===== config.mk =====
export PLATFORM = sky130hd
export DESIGN_NAME = produto_escalar_stream
export DESIGN_NICKNAME = d
export VERILOG_FILES = /design/src/rtl/produto_escalar_stream.sv
export SDC_FILE = /design/constraint.sdc
export NUM_CORES = 2
export LEC_CHECK = 0
export CORE_MARGIN = 3
export CORE_UTILIZATION = 45
export CTS_CLUSTER_SIZE = 14
export DETAILED_ROUTE_END_ITERATION = 6
export GPL_ROUTABILITY_DRIVEN = 0
export PLACE_DENSITY = 0.61
export SLEW_MARGIN = 20
export SYNTH_ARGS = -nofsm -noshare
export SYNTH_HDL_FRONTEND = slang
export SYNTH_SLANG_ARGS = --single-unit

===== constraint.sdc =====
create_clock -name clk -period 21.5 [get_ports clk]
set_input_delay 4.3 -clock clk [delete_from_list [all_inputs] [get_ports clk]]
set_output_delay 4.3 -clock clk [all_outputs]
set_load 0.05 [all_outputs]

===== src/rtl/produto_escalar_stream.sv =====
// Streaming dot product: accepts i_len operand pairs, multiplies in stage 1,
// accumulates in stage 2, and holds the full-precision result in DONE.
module produto_escalar_stream #(
  parameter  int DATA_W  = 32,
  parameter  int MAX_LEN = 64,
  localparam int LEN_W   = $clog2(MAX_LEN) + 1,
  localparam int ACC_W   = 2 * DATA_W + LEN_W
) (
  input  logic              clk,
  input  logic              rst,
  input  logic              i_start,
  input  logic [LEN_W-1:0]  i_len,
  input  logic              i_signed,
  input  logic              i_abort,
  input  logic              i_valid,
  input  logic [DATA_W-1:0] i_a,
  input  logic [DATA_W-1:0] i_b,
  output logic              o_ready,
  output logic              o_busy,
  output logic              o_done,
  output logic              o_err,
  output logic [ACC_W-1:0]  o_result
);

  typedef enum logic [1:0] {IDLE, RUN, DRAIN, DONE} state_t;

  state_t state, state_nx;

  logic                       sgn_q;
  logic [LEN_W-1:0]           len_q;
  logic [LEN_W-1:0]           cnt;
  logic [LEN_W-1:0]           cnt_inc;
  logic                       len_ok;
  logic                       start_ok;
  logic                       abort_ok;
  logic                       xfer;
  logic signed [2*DATA_W-1:0] prod_p0;
  logic signed [2*DATA_W-1:0] prod_p1;
  logic                       vld_p1;
  logic signed [ACC_W-1:0]    acc_p2;
  logic signed [ACC_W-1:0]    acc_sum;

  // One extra bit lets a single signed multiplier serve both operand modes.
  function automatic logic signed [DATA_W:0] ext_operand(input logic [DATA_W-1:0] v,
                                                         input logic sgn);
    return sgn ? {v[DATA_W-1], v} : {1'b0, v};
  endfunction

  function automatic logic signed [ACC_W-1:0] ext_product(input logic signed [2*DATA_W-1:0] p,
                                                          input logic sgn);
    return sgn ? {{LEN_W{p[2*DATA_W-1]}}, p} : {{LEN_W{1'b0}}, p};
  endfunction

  assign o_ready  = (state == RUN);
  assign o_busy   = (state == RUN) || (state == DRAIN);
  assign len_ok   = (i_len != '0) && (i_len <= LEN_W'(MAX_LEN));
  assign start_ok = i_start && ((state == IDLE) || (state == DONE));
  assign abort_ok = i_abort && o_busy;
  assign xfer     = i_valid && o_ready && !i_abort;
  assign cnt_inc  = cnt + 1'b1;

  always_comb begin
    prod_p0 = ext_operand(i_a, sgn_q) * ext_operand(i_b, sgn_q);
    acc_sum = acc_p2 + ext_product(prod_p1, sgn_q);
  end

  always_comb begin
    state_nx = state;
    case (state)
      IDLE, DONE: if (i_start) state_nx = len_ok ? RUN : DONE;
      RUN: begin
        if (i_abort)                       state_nx = IDLE;
        else if (xfer && cnt_inc == len_q) state_nx = DRAIN;
      end
      DRAIN:   state_nx = i_abort ? IDLE : DONE;
      default: state_nx = IDLE;
    endcase
  end

  always_ff @(posedge clk) begin
    if (rst) begin
      state    <= IDLE;
      sgn_q    <= 1'b0;
      len_q    <= '0;
      cnt      <= '0;
      prod_p1  <= '0;
      vld_p1   <= 1'b0;
      acc_p2   <= '0;
      o_done   <= 1'b0;
      o_err    <= 1'b0;
      o_result <= '0;
    end else begin
      state <= state_nx;
      // stage 0 -> 1: register the full-precision product
      vld_p1 <= xfer;
      if (xfer) prod_p1 <= prod_p0;
      if (start_ok) begin
        sgn_q  <= i_signed;
        len_q  <= i_len;
        cnt    <= '0;
        acc_p2 <= '0;
        o_err  <= !len_ok;
        o_done <= !len_ok;
        if (!len_ok) o_result <= '0;
      end else if (abort_ok) begin
        vld_p1 <= 1'b0;
        o_done <= 1'b0;
        o_err  <= 1'b0;
      end else begin
        if (xfer) cnt <= cnt_inc;
        // stage 1 -> 2: accumulate; the last product completes in DRAIN
        if (vld_p1) acc_p2 <= acc_sum;
        if (state == DRAIN) begin
          o_result <= acc_sum;
          o_done   <= 1'b1;
        end
      end
    end
  end

endmodule


**Word-level counts from Yosys, hierarchy flattened**

Index checks and enable logic that the tools add are counted.

- Flip-flop bits (word level): 226
- Word-level logic and storage cells: 64

- $add $sub $neg: 2
- Multipliers: 1
- Order comparisons: 1
- Equal/unequal tests: 8
- Multiplexer cells: 20
- Bitwise gates (word level): 1
- Reduce and logical (&&, ||, !) cells: 21

Operator list:

| cell | number |
|---|---|
| $mux W71 | 5 |
| $add A71 B71 Y71 | 1 |
| $mux W33 | 2 |
| $mul A33 B33 Y64 | 1 |
| $mux W2 | 5 |
| $add A7 B1 Y7 const B | 1 |
| $eq A7 B7 Y1 | 1 |
| $le A7 B7 Y1 const B | 1 |
| $mux W1 | 7 |
| $reduce_bool A7 Y1 | 1 |
| $logic_and A1 B1 Y1 | 6 |
| $ne A2 B2 Y1 const B | 3 |
| $pmux W2 S3 | 1 |
| $reduce_and A2 Y1 | 3 |
| $eq A2 B2 Y1 const B | 2 |
| $reduce_bool A2 Y1 | 2 |
| $reduce_or A2 Y1 | 2 |
| $ne A3 B2 Y1 const B | 1 |
| $reduce_and A3 Y1 | 1 |
| $reduce_bool A3 Y1 | 1 |
| $eq A2 B1 Y1 const B | 1 |
| $logic_not A1 Y1 | 2 |
| $logic_not A2 Y1 | 1 |
| $logic_or A1 B1 Y1 | 2 |
| $not A1 Y1 | 1 |

**Depth between registers and ports, before layout**

- Depth after elaboration: 7
- Mapped depth: 30

**Worst setup path after synthesis**

OpenSTA, ideal clock, no wires.

- Path type: input-to-reg
- From: in i_a[31]
- To: reg prod_p1[60]
- Library setup time: 60 ps
- Arrival time: 11,434 ps
- Required time: 21,440 ps
- Slack: 10,005 ps
- Stages: 27
- Path buffers: 2
- Cells stage by stage: and2_1 -> clkbuf_1 -> nand2_1 -> inv_1 -> fa_1 -> fa_1 -> fa_1 -> inv_1 -> fa_1 -> inv_1 -> fa_1 -> fa_1 -> fa_1 -> inv_1 -> fa_1 -> inv_1 -> ha_1 -> clkbuf_1 -> nand2_1 -> o21ai_0 -> a21oi_1 -> o21bai_1 -> a211oi_1 -> a31oi_1 -> nand3_1 -> a2111oi_0 -> a311o_1

- Word-level cells in the longest chain between the ends: 2

RTL lines:

| what | line | RTL |
|---|---|---|
| start, declared | 16 | `input logic [DATA_W-1:0] i_a,` |
| $mux W33 | 46 | `return sgn ? {v[DATA_W-1], v} : {1'b0, v};` |
| $mul A33 B33 Y64 | 63 | `prod_p0 = ext_operand(i_a, sgn_q) * ext_operand(i_b, sgn_q);` |
| end signal, assigned | 96 | `if (xfer) prod_p1 <= prod_p0;` |
| end, declared | 38 | `logic signed [2*DATA_W-1:0] prod_p1;` |

Every way passes these cells.
A chain may end at the register's enable or synchronous reset.

**Worst setup path after layout**

Ends and elaborated chain as after synthesis.

==> flow_metrics.py <==
metrics = {
    "outcome": {
        "outcome": "finished clean",
    },
    "critical_path": {
        "path_common_cell": "fa_1",
        "cp.depth": 24,
        "crit_fanout": 13,
        "crit_end": "prod_p1[60]",
        "crit_path_start": "i_a[31]",
        "r2r.worst_path.cells": 24,
        "required_ns": 21.98,
        "critPathTopFamily": "adder cells",
        "crit_slowest_cell": "fa_1",
        "slowest_delay_ns": 0.81,
        "path_cells": "clkdlybuf4s50_1, and2_1, nand2_1, inv_1, fa_1, fa_1, fa_1, fa_1, fa_1, fa_1, inv_1, fa_1, fa_1, inv_1, ha_1, nand2_1, nor3_1, nand2_1, a211oi_1, o31ai_1, a31oi_1, nand3_1, a2111oi_0, a311o_1",
        "r2r-end": "prod_p1[60]",
        "crit_path_start_kind": "input pin",
        "path_buf_inv": 4,
        "crit_type": "input pin to register",
        "reg2reg_slack_ns": 12.66,
        "end_kind": "register",
        "arrival_ns": 13.00,
        "timing.rr.start": "sgn_q",
    },
    "detailed_routing": {
        "drc": 0,
        "drtIter0Drc": 2598,
        "vias": 38470,
        "wire_per_inst_um": 20.6,
        "ant_nets": 0,
        "wirelength_um": 147000,
        "dr.pass1.iters": 7,
        "viasPerCell": 5.38,
    },
    "synthesis": {
        "synthCells": 5730,
        "ys_seq_area_share_pct": 8.99,
        "syn_area_per_cell_um2": 8.78,
        "synth_top_area_share_pct": 44.8,
        "yosysWarningCount": 0,
        "synth_area_um2": 50300,
        "synth_flop_cell": "dfxtp_1",
        "syn_nets": 7218,
        "synth.area.top_cells": "fa_1, dfxtp_1, inv_1, nand2_1, ha_1",
        "synth_edf_count": 0,
        "synthArstFlopShare_pct": 0,
        "ys_types": 92,
        "synth_top_cell_by_area": "fa_1",
        "ys_ff_latch": 226,
    },
    "sta": {
        "slew_viol_final": 0,
        "maxSlewHeadroom_pct": 25.3,
        "period_needed_ns": 12.52,
        "setup_violations": 0,
        "max_freq_mhz": 79.9,
        "setup_tns_ns": 0,
        "rsz0062_at_grt": "false",
        "hold_viol": 0,
        "worst_clock_skew_ns": 0.0195,
        "min_period_over_period_pct": 58.2,
        "tightest_slew_ns": 1.12,
    },
    "global_routing": {
        "first_global_vias": 41191,
        "grt_util_all_layers_pct": 25.9,
        "grt_max_degree": 70,
        "grt_pass1_wl_um": 236000,
        "grt-ovfl-total": 0,
        "antenna_found_initial": 0,
    },
    "floorplan": {
        "num_rows": 122,
        "core-area_um2": 111000,
        "ioPinCount": 152,
        "chipWidth_um": 340,
        "start_util_pct": 45.4,
        "die-area_um2": 116000,
        "die_h_um": 340,
    },
    "job": {
        "cap_violations": 0,
    },
    "cts": {
        "cts.sinks": 226,
        "cts_tree": "built",
        "root_buffer": "clkbuf_16",
        "clkLatencyLatePin_ns": 0.54,
        "clk_pin_slew_ns": 0.06,
        "ctsHtreeMaxLevel": 1,
        "post-cts-setup-buffer-count": 0,
        "post_cts_resized": 0,
        "cts_max_path_buffers": 3,
        "hold_buffers": 0,
        "numCtsBuffers": 23,
    },
    "cells_and_area": {
        "fillers": 10818,
        "antenna_cells": 0,
        "final_area_um2": 53400,
        "drive_gt1_share_pct": 2.91,
        "fin_nets": 7136,
        "multi_input_area_um2": 40200,
        "syn_to_final_growth_pct": 6.20,
        "register_area_um2": 4520,
    },
    "min_path": {
        "holdCritPathClass": "register to register",
    },
    "placement": {
        "dpl.hpwl_um": 111000,
        "place_area_um2": 52700,
        "portBuffers": 151,
    },
}
cells by family (layout without fill, tap and decap cells):
| group | Yosys count | count (layout) | share of synthesized area (%) |
|---|---|---|---|
| xor gates and xnor gates | 158 | 158 | 2.75 |
| adders and majority gates | 1411 | 1411 | 51.9 |
| and+or+nand+nor | 1783 | 1783 | 16.4 |
| buffers and inverters | 1468 | 1401 | 11.2 |
| DFF | 226 | 226 | 8.99 |
| muxes | 5 | 5 | 0.0995 |
| AOI/OAI and AO/OA | 679 | 679 | 8.70 |
per-layer routing:
metal / part of all wire, % / wire, um / up-vias / global-route usage, %
met5: 0 / 0 / - / 0
met1: 44 / 64400 / 19658 / 36.6
li1: - / - / 17119 / -
met3: 8.5 / 12500 / 238 / 4.81
met2: 45 / 66700 / 1455 / 41.6
met4: 2.5 / 3730 / 0 / 5.82
synthesized netlist by cell type (28+ instances only):
master	number
dfxtp_1	226
and2_1	399
clkbuf_1	283
xnor2_1	94
nor2_1	158
fa_1	1126
nand2_1	1007
a21oi_1	269
xor2_1	64
ha_1	285
inv_1	1152
o21ai_0	84
nand3_1	50
nand4_1	29
o21bai_1	28
and3_1	40
a21o_1	69
a22o_1	51
nor3_1	28
cell usage in the layout (no fill, tap or decap), types with 9 or more instances in the layout:
cell	n
a22o_1	51
xor2_1	64
and3_1	40
dfxtp_1	226
o21ai_0	84
or2_2	10
inv_1	1152
nor3_1	27
nand4_1	29
o21ai_1	9
a21o_1	69
xnor2_1	94
o21a_1	9
nor2_1	156
and2_1	397
or3_1	9
ha_1	285
fa_1	1126
clkdlybuf4s50_1	130
clkbuf_16	23
a21oi_1	269
a22oi_1	19
a211oi_1	27
buf_4	59
o211ai_1	16
nand2_1	1004
buf_2	20
nor2b_1	11
o21bai_1	28
a31oi_1	25
nand3_1	50
worst reg2reg max path, stage by stage, from the launching register on:
cell and delay (ns):
dfxtp_1 0.31, buf_4 0.30, and2_1 0.61, nand2_1 0.25, inv_1 0.14, fa_1 0.46, fa_1 0.66, fa_1 0.51
fa_1 0.81, fa_1 0.52, fa_1 0.54, inv_1 0.05, fa_1 0.45, fa_1 0.49, inv_1 0.04, ha_1 0.42
nand2_1 0.16, nor3_1 0.29, nand2_1 0.15, a211oi_1 0.20, o31ai_1 0.16, a31oi_1 0.48, nand3_1 0.16, a2111oi_0 0.44
a311o_1 0.17
worst min path at each step:
stage	to	start	cells after the start	slack, ns
global route	o_result[29]	o_result[29]	2	0.47
finish	o_result[2]	o_result[2]	2	0.46
floorplan	prod_p1[10]	prod_p1[10]	2	0.44
CTS	o_done	o_done	2	0.46
detailed placement	o_result[29]	o_result[29]	2	0.44
global placement	o_done	o_done	2	0.44
metrics by stage:
| step | std cells | setup slack [ns] | util (%) | hold WS, ns |
|---|---|---|---|---|
| after global placement | 7111 | 8.64 | 47.6 | 0.445 |
| after global routing | 7151 | 8.39 | 48.2 | 0.474 |
| after detailed placement | 7111 | 8.53 | 47.6 | 0.445 |
| final | 7151 | 8.98 | 48.2 | 0.459 |
| after floorplan | 5730 | 10.01 | - | 0.436 |
| after CTS | 7151 | 9.09 | 48.2 | 0.462 |
final cells by class:
class	count	share of cell area (%)
Sequential cell	226	8.47
Inverter	1152	8.09
Multi-Input combinational cell	4036	75.2
Clock inverter	10	0.136
Tap cell	1488	3.48
Clock buffer	30	1.15
Timing Repair Buffer	209	3.45
state kept, by name, summed over array words and instances, names as in the netlist:
name	cells
len_q	7
o_err	1
cnt	7
o_result	71
acc_p2	71
prod_p1	64
sgn_q	1
state	2
vld_p1	1
o_done	1
Power is not shown: default switching activity piles up to over one toggle a cycle in this logic, so the estimate is an artifact.
